## src/rtl/i2c_reg_seq.sv

```systemverilog
// Single-register I2C read/write sequencer driving a byte-level i2c_master core.
// Walks a fixed command list per access, handles address/data NAK with optional retries.
module i2c_reg_seq #(
  parameter int unsigned RETRIES = 0
) (
  input  logic       clk,
  input  logic       rst,
  input  logic       req_valid,
  output logic       req_ready,
  input  logic       req_rw,
  input  logic [6:0] req_dev,
  input  logic [7:0] req_reg,
  input  logic [7:0] req_wdata,
  output logic       rsp_valid,
  output logic       rsp_nak,
  output logic [7:0] rsp_rdata,
  output logic [1:0] i2c_cmd,
  output logic       i2c_stb,
  output logic [7:0] i2c_data_in,
  output logic       i2c_ack_in,
  input  logic [7:0] i2c_data_out,
  input  logic       i2c_ack_out,
  input  logic       i2c_ready
);

  localparam logic [1:0] CMD_START = 2'b00;
  localparam logic [1:0] CMD_STOP  = 2'b01;
  localparam logic [1:0] CMD_WRITE = 2'b10;
  localparam logic [1:0] CMD_READ  = 2'b11;
  localparam logic [2:0] MAX_RETRY = 3'(RETRIES);

  typedef enum logic [2:0] {
    S_IDLE, S_ISSUE, S_SETTLE, S_WAIT, S_CHECK, S_DONE
  } state_t;

  state_t     state;
  logic [2:0] step;
  logic [2:0] retry_cnt;
  logic       nak_flag;
  logic       rw_q;
  logic [6:0] dev_q;
  logic [7:0] reg_q;
  logic [7:0] wdata_q;
  logic [7:0] rdata_q;

  logic [1:0] step_cmd;
  logic [7:0] step_data;
  logic [2:0] stop_step;

  // Command list lookup for the current step of a write or read access
  always_comb begin
    step_cmd  = CMD_STOP;
    step_data = 8'h00;
    stop_step = rw_q ? 3'd6 : 3'd4;
    case (step)
      3'd0: step_cmd = CMD_START;
      3'd1: begin step_cmd = CMD_WRITE; step_data = {dev_q, 1'b0}; end
      3'd2: begin step_cmd = CMD_WRITE; step_data = reg_q; end
      3'd3: begin
        if (rw_q) step_cmd = CMD_START;
        else begin step_cmd = CMD_WRITE; step_data = wdata_q; end
      end
      3'd4: if (rw_q) begin step_cmd = CMD_WRITE; step_data = {dev_q, 1'b1}; end
      3'd5: if (rw_q) step_cmd = CMD_READ;
      default: step_cmd = CMD_STOP;
    endcase
  end

  always_ff @(posedge clk) begin
    if (rst) begin
      state       <= S_IDLE;
      step        <= 3'd0;
      retry_cnt   <= 3'd0;
      nak_flag    <= 1'b0;
      rw_q        <= 1'b0;
      dev_q       <= 7'h00;
      reg_q       <= 8'h00;
      wdata_q     <= 8'h00;
      rdata_q     <= 8'h00;
      req_ready   <= 1'b0;
      rsp_valid   <= 1'b0;
      rsp_nak     <= 1'b0;
      rsp_rdata   <= 8'h00;
      i2c_cmd     <= CMD_START;
      i2c_stb     <= 1'b0;
      i2c_data_in <= 8'h00;
      i2c_ack_in  <= 1'b0;
    end else begin
      i2c_stb   <= 1'b0;
      rsp_valid <= 1'b0;
      case (state)
        S_IDLE: begin
          req_ready <= 1'b1;
          if (req_valid && req_ready) begin
            req_ready <= 1'b0;
            rw_q      <= req_rw;
            dev_q     <= req_dev;
            reg_q     <= req_reg;
            wdata_q   <= req_wdata;
            rdata_q   <= 8'h00;
            step      <= 3'd0;
            retry_cnt <= 3'd0;
            nak_flag  <= 1'b0;
            state     <= S_ISSUE;
          end
        end
        S_ISSUE: begin
          if (i2c_ready) begin
            i2c_stb     <= 1'b1;
            i2c_cmd     <= step_cmd;
            i2c_data_in <= step_data;
            i2c_ack_in  <= (step_cmd == CMD_READ);
            state       <= S_SETTLE;
          end
        end
        // Core needs a cycle to drop ready after the strobe
        S_SETTLE: state <= S_WAIT;
        S_WAIT:   if (i2c_ready) state <= S_CHECK;
        S_CHECK: begin
          if (i2c_cmd == CMD_WRITE && i2c_ack_out) begin
            nak_flag <= 1'b1;
            step     <= stop_step;
            state    <= S_ISSUE;
          end else if (i2c_cmd == CMD_STOP) begin
            state <= S_DONE;
          end else begin
            if (i2c_cmd == CMD_READ) rdata_q <= i2c_data_out;
            step  <= step + 3'd1;
            state <= S_ISSUE;
          end
        end
        S_DONE: begin
          if (nak_flag && retry_cnt < MAX_RETRY) begin
            retry_cnt <= retry_cnt + 3'd1;
            nak_flag  <= 1'b0;
            step      <= 3'd0;
            state     <= S_ISSUE;
          end else begin
            rsp_valid <= 1'b1;
            rsp_nak   <= nak_flag;
            rsp_rdata <= (rw_q && !nak_flag) ? rdata_q : 8'h00;
            req_ready <= 1'b1;
            state     <= S_IDLE;
          end
        end
        default: state <= S_IDLE;
      endcase
    end
  end

endmodule

```

## config.mk

```make
export PLATFORM = sky130hd
export DESIGN_NAME = i2c_reg_seq
export DESIGN_NICKNAME = d
export VERILOG_FILES = /design/src/rtl/i2c_reg_seq.sv
export SDC_FILE = /design/constraint.sdc
export NUM_CORES = 1
export LEC_CHECK = 0
export BUFFER_PORTS_ARGS = -buffer_cell sky130_fd_sc_hd__buf_2
export CAP_MARGIN = 20
export CELL_PAD_IN_SITES_DETAIL_PLACEMENT = 1
export CELL_PAD_IN_SITES_GLOBAL_PLACEMENT = 2
export CORE_ASPECT_RATIO = 1.25
export CORE_MARGIN = 3
export CORE_UTILIZATION = 32
export CTS_BUF_LIST = sky130_fd_sc_hd__clkbuf_2 sky130_fd_sc_hd__clkbuf_4 sky130_fd_sc_hd__clkbuf_8
export CTS_CLUSTER_DIAMETER = 150
export DETAILED_ROUTE_END_ITERATION = 10
export PLACE_DENSITY = 0.85
export SETUP_SLACK_MARGIN = 0.3
export SYNTH_ARGS = -nofsm -noshare
export SYNTH_HDL_FRONTEND = slang
export SYNTH_SLANG_ARGS = --single-unit
```

## constraint.sdc

```tcl
create_clock -name clk -period 2.1 [get_ports clk]
set_input_delay 0.42 -clock clk [delete_from_list [all_inputs] [get_ports clk]]
set_output_delay 0.42 -clock clk [all_outputs]
set_load 0.03 [all_outputs]
```

# --- Word-level counts from Yosys, hierarchy flattened ---
# Index checks and enable logic that the tools add are counted.
word_totals:
  ff_bits: 65
  inputBits: 37
  out_inout_bits: 23
classes:
  n_addsub: 2
  n_lt_le_gt_ge: 1
  eq_ne: 24
  muxes: 37
  bitwise_logic: 3
  reduce_logical: 22
ops:
  columns: ["operator", "n"]
  rows:
  - ["two-way mux 8 bit", 7]
  - ["case mux 8 bit (4 select lines)", 1]
  - ["two-way mux 3 bit", 10]
  - ["!= test 2 bit (second input constant)", 9]
  - ["case mux 3 bit (6 select lines)", 1]
  - ["case mux 8 bit (2 select lines)", 1]
  - ["equality test 3 x 2 -> 1 bit (second input constant)", 4]
  - ["equality test 3 bit (second input constant)", 4]
  - ["case mux 2 bit (5 select lines)", 1]
  - ["case mux 3 bit (3 select lines)", 1]
  - ["two-way mux 1 bit", 8]
  - ["two-way mux 2 bit", 4]
  - ["AND reduction 2 bit", 4]
  - ["AND reduction 4 bit", 2]
  - ["adder 3 x 1 -> 3 bit (second input constant)", 2]
  - ["equality test 2 bit (second input constant)", 3]
  - ["equality test 3 x 1 -> 1 bit (second input constant)", 2]
  - ["zero test 3 bit", 2]
  - ["case mux 3 bit (2 select lines)", 1]
  - ["AND reduction 3 bit", 2]
  - ["OR reduction 2 bit", 3]
  - ["AND reduction 5 bit", 1]
  - ["logical AND 1 bit", 4]
  - ["nonzero test 2 bit", 2]
  - ["8 further kinds", 10]

# --- Depth between registers and ports, before layout ---
depth:
  ltp_word: 5
  mapped_depth: 7
  ltp_nobuf: 6

# --- Least setup slack after synthesis ---
# OpenSTA, ideal clock, no wires.
synth_timing:
  kind: "reg-to-reg"
  start: "register i2c_cmd[1]"
  end: "register step[0]"
  arrival_ns: 1.693
  t_required_ns: 2.030
  setup_slack_ns: 0.336
  path_stages_with_launch: 5
  path_buffers: 0
  cell_sequence: "dfxtp_1 and3b_1 or3_4 or4_1 a21oi_1"
synth_between:
  elab_chain_cells: 4
synth_lines:
  columns: ["element", "line", "text"]
  rows:
  - ["start: declaration", "17", "output logic [1:0] i2c_cmd,"]
  - ["start signal: assignment", "110", "i2c_cmd <= step_cmd;"]
  - ["equality test 2 bit", "120", "if (i2c_cmd == CMD_WRITE && i2c_ack_out) begin"]
  - ["logical AND 1 bit", "120", null]
  - ["!= test 3 bit (no line) or two-way mux 3 bit (tied branches)", null, null]
  - ["AND reduction 4 bit (no line) or case mux 3 bit (3 select lines) (tied branches)", null, null]
  - ["end signal: assignment", "122", "step <= stop_step;"]
  - ["end signal: assignment", "128", "step <= step + 3'd1;"]
  - ["end: declaration", "37", "logic [2:0] step;"]
# Several ways; a longest one is shown, not always the timed one.
# A chain may end at the register's enable or synchronous reset.

# --- Worst setup path in the final report ---
layout_timing:
  start: "register state[0]"
  end: "register step[0]"
layout_between:
  elab_chain_cells: 3
layout_lines:
  columns: ["element", "line", "text"]
  rows:
  - ["start: declaration", "36", "state_t state;"]
  - ["start signal: assignment", "71", "state <= S_IDLE;"]
  - ["start signal: assignment", "104", "state <= S_ISSUE;"]
  - ["start signal: assignment", "113", "state <= S_SETTLE;"]
  - ["equality test 3 bit or zero test 3 bit (tied branches)", "91", "case (state)"]
  - ["!= test 3 bit (no line) (tied with other cells)", null, null]
  - ["AND reduction 4 bit (no line)", null, null]
# Several ways; a longest one is shown, not always the timed one.

==> impl_metrics.ini <==
[floorplan]
die-area_um2 = 9080
coreArea_um2 = 7580
start_util_pct = 33.7
die_h_um = 106
num_rows = 35
die_w_um = 85.8
ios = 60

[logic_synthesis]
synth_top_area_share_pct = 48.7
postSynth.asyncResetShare_pct = 0
syn_inst = 307
synth_warnings = 0
synth.most_common_cell = nand2_1
seq_area_frac_synth_pct = 48.7
synthTopCellsByArea = dfxtp_1, nand2_1, a21oi_1
avgSynthCellArea_um2 = 8.31
synthesis.area_um2 = 2550
synth_edf_count = 0
synth_top_area_cell = dfxtp_1
synth_nets = 350
ys_top_cells_by_count = nand2_1, dfxtp_1, a21oi_1
synthDistinctLibCells = 41
ys_ff_latch = 62
synth_ff_type = dfxtp_1

[clocking]
clk_path_buf_depth = 2
cts.sinks = 62
ctsRootBufferMaster = clkbuf_8
numCtsBuffers = 9
insertion_delay_ns = 0.34
cts_hold_buffers = 0
h-tree-depth = 3
cts_tree = done
clkTransAtPathRegs_ns = 0.08

[timing]
maxSlewHeadroom_pct = 69.1
drv_slew = 0
rsz0062_at_grt = false
tns_ns = 0
worst_pin_slew_ns = 0.462
fin_crit_sh_pct = 83.4
setup_viol_count_final = 0
fin_skew_ns = 0.0121
hold_viol = 0
whs_ns = 0.319
max_freq_mhz = 571
period_needed_ns = 1.75

[pwr]
p_leak_nw = 1.30
power_mw = 2.62
power_density_nw_per_um2 = 802
ir_drop_v = 0.000476

[route]
drtAntennaViolNets = 0
dr.pass1.iters = 6
viasPerCell = 5.11
wirelength_mm = 7.01
drtIter0Drc = 94
route.detailed.drc = 0
post_drt_wl_per_cell_um = 14.8
num_vias = 2426

[setup_path]
crit_start = state[0]$_SDFFE_PP0P_
worst-r2r-cell-count = 4
crit_type = reg -> reg
r2r-end = step[0]$_SDFFE_PP0P_
regToRegSetupSlack_ns = 0.35
crit_path_start_kind = register
arrival_ns = 2.00
cp_data_required_time_ns = 2.35
r2r_start = state[0]$_SDFFE_PP0P_
endpoint_kind = register
path_max_fanout = 6

[global_routing]
busiest_layer = met2
grt_max_degree = 25
antenna_found_initial = 0
grt_use_met3_pct = 2.58
grt-ovfl-total = 0
grt_use_total_pct = 15.7
grt_pass1_wl_mm = 11.4
met1_usage_pct = 19.6
grt_use_met2_pct = 26.2
grt_pass1_vias = 2400

[worst_hold_path]
hold_end = reg_q[5]$_SDFFE_PP0P_
hold_path_class = in -> reg
hp-start = req_reg[5]
holdPathStages = 3

[place]
io_buffer_count = 59
gp_routability_congestion = 0.749
place_inst = 454
place_hpwl_mm = 5.16

[run_status]
outcome = complete, no violations

[cells_and_area]
num_antenna_cells = 0
final-seq-area_um2 = 1250
multi_input_comb_area_um2 = 1260
layoutNonFillerInstCount = 475
post-route-util_pct = 43.2
fillCellCount = 933
area_growth_pct = 28.3
drive_above_1_share_pct = 29.8
finalNetCount = 421

[flow_run]
maxCapViolCount = 0
metrics by stage:
stage	cell area (um^2)	setup slack [ns]
global route	3270	0.299
finish	3270	0.349
detailed placement	2990	0.242
floorplan	2550	0.336
global placement	2990	0.302
CTS	3190	0.276
worst max-delay path, stage by stage (launching register included):
cell	delay (ns)
dfxtp_4	0.37
or2_4	0.28
or3_4	0.36
or4_4	0.50
a21oi_2	0.16
worst max-delay path by stage:
stage	slack [ns]	cells after the start	endpoint
4_1_cts	0.28	4	step[0]$_SDFFE_PP0P_
2_1_floorplan	0.34	4	step[0]$_SDFFE_PP0P_
3_3_place_gp	0.30	4	step[0]$_SDFFE_PP0P_
3_5_place_dp	0.24	6	i2c_ack_in$_SDFFE_PP0P_
5_1_grt	0.30	4	step[0]$_SDFFE_PP0P_
6_report	0.35	4	step[0]$_SDFFE_PP0P_
repair_timing:
item | 4_1_cts | 5_1_grt
endpoints found under the setup margin | 2 | 10
pin swaps | 0 | 3
setup buffers | 0 | 5
endpoints found under the hold margin | 0 | 0
gates resized for setup | 6 | 15
placed cells by master, fill, tap and decap left out, drive strengths merged, types with 7 or more instances in the layout:
master and count:
buf 76, dfxtp 62, a22o 9, nor2 13, nand2 77, a21oi 48
clkbuf 11, nor3 7, o21ai 11, nand3 11
cell families after synthesis:
group / synth area share, %
DFF: 48.7
buffers and inverters: 3.73
and+or+nand+nor: 23.1
AOI/OAI and AO/OA: 21.2
xor gates and xnor gates: 0.344
adders and majority gates: 2.94
power breakdown:
group | total (mW) | leakage [nW] | switching (mW) | internal (mW)
clock | 1.03 | 0.0999 | 0.470 | 0.559
combinational | 0.331 | 0.696 | 0.203 | 0.128
sequential | 1.26 | 0.505 | 0.0376 | 1.23
final cells by class:
class	count	share of cell area (%)
clock buffer	10	4.02
inverter	5	0.574
tap	92	3.52
sequential	62	38.3
multi-input combinational	223	38.6
clock inverter	6	1.87
timing repair buffer	77	13.1
per-layer routing:
| layer | up-vias | wire, um |
|---|---|---|
| li1 | 1220 | - |
| met1 | 1140 | 3100 |
| met2 | 57 | 3470 |
| met3 | 9 | 323 |
| met4 | 0 | 120 |
| met5 | - | 0 |
sequential cells by signal, indices dropped and copies added, names as in the netlist, 2 cells and up:
register     count
i2c_data_in      8
rdata_q          8
reg_q            8
rsp_rdata        8
wdata_q          8
dev_q            7
state            3
step             3
i2c_cmd          2
Power figures use the tool's default switching activity.
